--- src/rtl/ft_cmd_decoder.sv ---
// Parses 'W'/'R' command packets from the FT245 RX FIFO into register-bus cycles and returns
// read responses to the TX FIFO. Define FT_CMD_WRITE_ACK_EN to also acknowledge writes ('A', addr).
module ft_cmd_decoder #(
  parameter int TIMEOUT = 65535,
  parameter int AW      = 8,
  parameter int DW      = 16
) (
  input  logic          clk,
  input  logic          rst,
  input  logic [7:0]    rx_rdata,
  input  logic          rx_rempty,
  output logic          rx_rinc,
  output logic [7:0]    tx_wdata,
  input  logic          tx_wfull,
  output logic          tx_winc,
  output logic [AW-1:0] reg_addr,
  output logic [DW-1:0] reg_wdata,
  output logic          reg_we,
  output logic          reg_re,
  input  logic [DW-1:0] reg_rdata,
  output logic          busy,
  output logic [7:0]    err_count
);

  localparam int            TW       = $clog2(TIMEOUT);
  localparam logic [TW-1:0] TMO_LAST = TW'(TIMEOUT - 1);
  localparam logic [7:0]    OP_WR    = 8'h57;
  localparam logic [7:0]    OP_RD    = 8'h52;
  localparam logic [7:0]    OP_ACK   = 8'h41;

  typedef enum logic [3:0] {
    S_IDLE, S_GET_ADDR, S_GET_DHI, S_GET_DLO,
    S_EXEC_WR, S_EXEC_RD, S_RD_WAIT, S_TX, S_ACK_0, S_ACK_1
  } state_t;

  state_t        state, state_nxt;
  logic          op_wr;
  logic [TW-1:0] tmo_cnt;
  logic [DW-1:0] resp;
  logic [1:0]    tx_idx;
  logic          in_get, tmo_hit, bad_op;

  assign busy = (state != S_IDLE);

  // NOTE: every signal driven here gets a default first, so no path can leave one unassigned and infer a latch.
  always_comb begin
    state_nxt = state;
    rx_rinc   = 1'b0;
    tx_winc   = 1'b0;
    tx_wdata  = 8'h00;
    reg_we    = 1'b0;
    reg_re    = 1'b0;
    in_get    = 1'b0;
    tmo_hit   = 1'b0;
    bad_op    = 1'b0;
    case (state)
      S_IDLE: begin
        rx_rinc = ~rx_rempty;
        if (rx_rinc) begin
          if (rx_rdata == OP_WR || rx_rdata == OP_RD) state_nxt = S_GET_ADDR;
          else                                        bad_op    = 1'b1;
        end
      end
      S_GET_ADDR: begin
        in_get  = 1'b1;
        rx_rinc = ~rx_rempty;
        if (rx_rinc) state_nxt = op_wr ? S_GET_DHI : S_EXEC_RD;
      end
      S_GET_DHI: begin
        in_get  = 1'b1;
        rx_rinc = ~rx_rempty;
        if (rx_rinc) state_nxt = S_GET_DLO;
      end
      S_GET_DLO: begin
        in_get  = 1'b1;
        rx_rinc = ~rx_rempty;
        if (rx_rinc) state_nxt = S_EXEC_WR;
      end
      S_EXEC_WR: begin
        reg_we = 1'b1;
`ifdef FT_CMD_WRITE_ACK_EN
        state_nxt = S_ACK_0;
`else
        state_nxt = S_IDLE;
`endif
      end
      S_EXEC_RD: begin
        reg_re    = 1'b1;
        state_nxt = S_RD_WAIT;
      end
      S_RD_WAIT: state_nxt = S_TX;
      S_TX: begin
        tx_winc = ~tx_wfull;
        case (tx_idx)
          2'd0:    tx_wdata = OP_RD;
          2'd1:    tx_wdata = 8'(reg_addr);
          2'd2:    tx_wdata = resp[15:8];
          default: tx_wdata = resp[7:0];
        endcase
        if (tx_winc && tx_idx == 2'd3) state_nxt = S_IDLE;
      end
`ifdef FT_CMD_WRITE_ACK_EN
      S_ACK_0: begin
        tx_winc  = ~tx_wfull;
        tx_wdata = OP_ACK;
        if (tx_winc) state_nxt = S_ACK_1;
      end
      S_ACK_1: begin
        tx_winc  = ~tx_wfull;
        tx_wdata = 8'(reg_addr);
        if (tx_winc) state_nxt = S_IDLE;
      end
`endif
      default: state_nxt = S_IDLE;
    endcase
    // A stalled partial packet is abandoned; the abort wins over the packet's own transition.
    if (in_get && rx_rempty && tmo_cnt == TMO_LAST) begin
      tmo_hit   = 1'b1;
      state_nxt = S_IDLE;
    end
  end

  // NOTE: sequential state uses non-blocking assignments so every register samples pre-edge values.
  always_ff @(posedge clk) begin
    if (rst) begin
      state     <= S_IDLE;
      op_wr     <= 1'b0;
      tmo_cnt   <= '0;
      err_count <= 8'h00;
      reg_addr  <= '0;
      reg_wdata <= '0;
    end else begin
      state <= state_nxt;
      if ((bad_op || tmo_hit) && err_count != 8'hFF) err_count <= err_count + 8'h01;
      if (in_get && rx_rempty && !tmo_hit) tmo_cnt <= tmo_cnt + 1'b1;
      else                                 tmo_cnt <= '0;
      if (rx_rinc) begin
        case (state)
          S_IDLE:     op_wr           <= (rx_rdata == OP_WR);
          S_GET_ADDR: reg_addr        <= rx_rdata[AW-1:0];
          S_GET_DHI:  reg_wdata[15:8] <= rx_rdata;
          S_GET_DLO:  reg_wdata[7:0]  <= rx_rdata;
          default:    ;
        endcase
      end
    end
  end

  // NOTE: response data and byte index need no reset; both are written in RD_WAIT before TX reads them.
  always_ff @(posedge clk) begin
    if (state == S_RD_WAIT) begin
      resp   <= reg_rdata;
      tx_idx <= 2'd0;
    end else if (state == S_TX && tx_winc) begin
      tx_idx <= tx_idx + 2'd1;
    end
  end

endmodule

--- config.mk ---
export PLATFORM = sky130hd
export DESIGN_NAME = ft_cmd_decoder
export DESIGN_NICKNAME = d
export VERILOG_FILES = /design/src/rtl/ft_cmd_decoder.sv
export SDC_FILE = /design/constraint.sdc
export NUM_CORES = 1
export LEC_CHECK = 0
export ABC_AREA = 1
export CAP_MARGIN = 20
export CORE_UTILIZATION = 50
export CTS_BUF_LIST = sky130_fd_sc_hd__clkbuf_8
export CTS_CLUSTER_DIAMETER = 30
export CTS_CLUSTER_SIZE = 25
export DETAILED_ROUTE_END_ITERATION = 12
export PLACE_DENSITY = 0.78
export REMOVE_ABC_BUFFERS = 1
export SLEW_MARGIN = 0
export SYNTH_ARGS = -nofsm -noshare
export SYNTH_HDL_FRONTEND = slang
export SYNTH_SLANG_ARGS = --single-unit
--- constraint.sdc ---
create_clock -name clk -period 3.2 [get_ports clk]
set_clock_uncertainty 0.15 [all_clocks]
set_input_delay 0.64 -clock clk [delete_from_list [all_inputs] [get_ports clk]]
set_output_delay 0.64 -clock clk [all_outputs]
set_load 0.02 [all_outputs]
======== After elaboration in Yosys (flattened, before gate mapping) ========
Index checks and enable logic that the tools add are counted.
cells by class
  bitwise logic cells ..................... 3
  muxes and demuxes ....................... 19
  reduce and logical (&&, ||, !) cells .... 21
  equal/unequal tests ..................... 20
  $add $sub $neg .......................... 3
operators with widths
  kind                                                                   count
  4-bit case mux with 7 select lines                                     1
  4-bit two-way mux                                                      6
  8-bit case mux with 3 select lines                                     1
  16-bit by 1-bit adder with 16-bit output, second input constant        1
  16-bit equality test, second input constant                            1
  4-bit by 3-bit equality test with 1-bit output, second input constant  4
  8-bit by 7-bit equality test with 1-bit output, second input constant  2
  2-bit inequality test, second input constant                           6
  1-bit two-way mux                                                      9
  8-bit by 1-bit adder with 8-bit output, second input constant          1
  4-bit by 2-bit equality test with 1-bit output, second input constant  2
  8-bit two-way mux                                                      1
  8-bit inequality test, second input constant                           1
  2-bit AND reduction                                                    4
  1-bit logical AND                                                      6
  6-bit AND reduction                                                    1
  2-bit equality test, second input constant                             2
  4-bit by 1-bit equality test with 1-bit output, second input constant  1
  4-bit zero test                                                        1
  4-bit nonzero test                                                     1
  2-bit OR reduction                                                     2
  4-bit OR reduction                                                     1
  3-bit two-way mux                                                      1
  1-bit inverter                                                         3
  6 further kinds                                                        7
word-level totals
  register bits ........................... 71
  input bits .............................. 28
  logic and storage cells ................. 75
  output and inout port bits .............. 45

======== Longest topological paths before layout ========
  depth in word-level cells ............... 10
  gate-level depth with buffers ........... 10
  mapped depth without buffers ............ 9

======== Worst setup path after synthesis ========
No wires, ideal clock.
  path kind ............................... reg-to-output
  from .................................... reg tx_idx[0]
  to ...................................... out tx_wdata[4]
  data arrival time ....................... 1.268 ns
  required time ........................... 2.410 ns
  buffers on the path ..................... 1
  slack ................................... 1.142 ns
  cell stages (with the launch flop) ...... 6
  cell sequence ........................... dfxtp_1 inv_1 ha_1 buf_1 nand2_1 a31oi_1
on the way
  cells in the longest elaborated chain, start to end .. 3
  elaborated cells on any way between the ends .. 5
  classes of those cells .................. eq/ne: 2; mux: 2; reduce/logical: 1
ends and longest elaborated chain
  element                                      line  RTL
  from (decl)                                  40    logic [1:0] tx_idx;
  from (signal assigned)                       155   tx_idx <= tx_idx + 2'd1;
  2-bit equality test (tied with other cells)  94    case (tx_idx)
  8-bit case mux with 3 select lines (*)       94
  8-bit two-way mux (*)                        56    case (state)
  to (decl)                                    13    output logic [7:0] tx_wdata,
Mark *: on every way between the ends. The rest lies on a longest branch, timed or not.

======== Worst setup path after layout ========
  from .................................... reg tx_idx[0]
  to ...................................... out tx_wdata[1]
Same word-level chain as after synthesis.

==> flow_summary_export.csv <==
group,metric,value,unit
run_status,outcome,"complete, no violations",
sta,clock.fmax,342,MHz
cts,clockBufferDepth,2,
worst_hold_path,hold_path_depth,1,
placed_design,dp_hpwl,5.18,mm
sta,hold_viol,0,
setup_path,crit_chain,"ha_1 > inv_1 > o21ai_0 > a31oi_1 > clkdlybuf4s50_1",
sta,finalSetupViolations,0,
worst_hold_path,min_from,"tmo_cnt[0]",
setup_path,worst-path-max-fanout,8,
sta,maxSlewViolCount,0,
placed_design,gp_congestion,0.848,
pwr,p_leak,1.66,nW
placed_design,io_buffers,72,
cts,holdBufCountCts,0,
setup_path,slowest_stage,"clkdlybuf4s50_1",
layout,syn_to_final_growth,30.6,%
logic_synthesis,ys_seq_elements,70,
detailed_routing,firstDrtPassIters,4,
sta,maxSlewHeadroom,0.598,
floorplan,die_h,82.4,µm
layout,nets,519,
detailed_routing,route.detailed.drc,0,
setup_path,r2r_start,"tx_idx[0]",
pwr,powerDensity,466,nW/µm²
logic_synthesis,synth_cell_type_count,34,
cts,ctsResizeCount,0,
logic_synthesis,synth.avg_cell_area,7.93,µm²
detailed_routing,routedWlPerCell,12.8,µm
cts,cts_buffers,9,
logic_synthesis,seq_area_frac_synth,0.483,
floorplan,die_width,82.4,µm
setup_path,r2r_slack,1.44,ns
detailed_routing,drtAntennaViolNets,0,
setup_path,critPathRequiredTime,2.41,ns
cts,htreeDepth,3,
global_route,grt_max_degree,28,
cts,path_clk_slew,0.07,ns
run,maxCapViolations,0,
sta,fin_tns_setup,0,ns
layout,n_antenna_cell,0,
sta,timing.final.crit_share,0.913,
setup_path,timing.rr.end,"state[0]",
setup_path,arrival,2.13,ns
global_route,antenna_found_initial,0,
layout,fillers,496,
setup_path,endpoint_kind,"output pin",
floorplan,rows,28,
global_route,grt_util_all_layers,0.229,
cts,cts_setup_buffers,0,
logic_synthesis,yosysWarnings,0,
worst_hold_path,whs_endpoint,"tmo_cnt[0]",
sta,holdWs,0.311,ns
detailed_routing,dr.first_iter.drc_count,150,
layout,layout_commonest_cell,"clkdlybuf4s50_1",
sta,worst-slew-pin-transition,0.602,ns
global_route,grt_pass1_vias,2654,
layout,layout_common_cells,"clkdlybuf4s50_1 (72), nand2_1 (65), nor2_1 (60)",
global_route,overflow,0,
cts,worstSkewPairLatency,0.35,ns
setup_path,cp-start-kind,"register",
cts,cts_tree,"built",
floorplan,core,6100,µm²
cts,cts_root_buffer,"clkbuf_8",
logic_synthesis,syn-cell-area,3240,µm²
detailed_routing,wl,7.19,mm
setup_path,slowest_delay,0.63,ns
sta,rsz0062_at_grt,"false",
floorplan,die_area,6800,µm²
floorplan,pin_count,73,
logic_synthesis,synthCells,408,
logic_synthesis,yosysTopAreaCell,"dfxtp_1",
logic_synthesis,synth_top_area_frac,0.334,
layout,drive_gt1_frac,0.0943,
cts,cts_sinks,70,
worst_hold_path,hp-class,"register to register",
floorplan,start_util,0.531,
setup_path,crit_type,"register to output pin",
detailed_routing,viasPerCell,5.10,
setup_path,reg2regPathDepth,6,
pwr,peakVddDrop,279,µV
detailed_routing,dr_total_vias,2874,
global_route,grt_pass1_wl,11.6,mm
logic_synthesis,yosys-top-cells-area,"dfxtp_1 (33%), edfxtp_1 (15%), nand2_1 (7.5%)",
sta,finalCriticalPeriod,2.92,ns
==> power by group <==
| part | internal, mW | switching, mW |
|---|---|---|
| Combinational | 0.0995 | 0.127 |
| Clock | 0.458 | 0.340 |
| Sequential | 0.925 | 0.0191 |
==> critical path, delay by kind of cell, from the launching register on <==
family / cells / cell delay [ns]
AOI/OAI and AO/OA: 2 / 0.29
DFF: 1 / 0.36
buffers and inverters: 2 / 0.82
adders and majority gates: 1 / 0.31
==> flip-flops by register name, summed over array words and instances, names as in the netlist <==
name       flops
reg_wdata     16
resp          16
tmo_cnt       16
err_count      8
reg_addr       8
state          3
tx_idx         2
op_wr          1
==> kinds of logic (layout without fill, tap and decap cells) <==
kind of cell,count (synthesis),after routing,synth area share
XOR/XNOR,8,8,0.0217
AO/OA/AOI/OAI,86,86,0.140
flip-flops,70,70,0.483
AND/OR/NAND/NOR,178,178,0.249
buffers and inverters,58,138,0.0754
adder cells (fa/ha/maj),8,8,0.0309
==> synthesized netlist by cell type, drive strengths merged <==
library cell / instances
nand2: 70
nor2: 70
dfxtp: 54
inv: 48
a21oi: 43
o21ai: 40
nand3: 24
edfxtp: 16
ha: 8
buf: 7
nand4: 6
xor2: 5
nor3: 4
a31oi: 3
clkbuf: 3
xnor2: 3
or2: 2
and3: 1
or3: 1
==> worst max path at each step <==
| stage | start | to | cells past startpoint | slack (ns) |
|---|---|---|---|---|
| after floorplan | tx_idx[0] | tx_wdata[1] | 4 | 1.21 |
| after global placement | rx_rempty | rx_rinc | 5 | 0.45 |
| after detailed placement | rx_rempty | rx_rinc | 5 | 0.44 |
| after CTS | tx_idx[0] | tx_wdata[4] | 5 | 0.28 |
| after global routing | tx_idx[0] | tx_wdata[6] | 5 | 0.10 |
| final | tx_idx[0] | tx_wdata[1] | 5 | 0.28 |
==> routing by layer <==
metal  track usage  part of all wire  vias up
met4        0.0895             0.018        0
met3        0.0571             0.045       13
li1              -                 -     1487
met2         0.377              0.47       82
met1         0.287              0.46     1292
met5             0                 0        -
==> stage by stage <==
stage	std cells	power (mW)	util	setup WS, ns	instance area, µm²
after floorplan	398	1.08	-	1.21	3170
after global placement	547	1.18	0.657	0.447	4000
after detailed placement	547	1.19	0.657	0.435	4000
after CTS	563	1.97	0.693	0.282	4230
after global routing	563	2.05	0.693	0.102	4230
final	563	1.97	0.693	0.280	4230
==> cell type report <==
class / count / area [µm²] / share of cell area
Clock buffer: 10 / 138 / 0.0326
Tap cell: 75 / 93.8 / 0.0222
Sequential cell: 70 / 1560 / 0.370
Multi-Input combinational cell: 280 / 1430 / 0.338
Inverter: 48 / 183 / 0.0432
Clock inverter: 6 / 83.8 / 0.0198
Timing Repair Buffer: 74 / 736 / 0.174
Note: power is estimated with default switching activity, not from simulation.
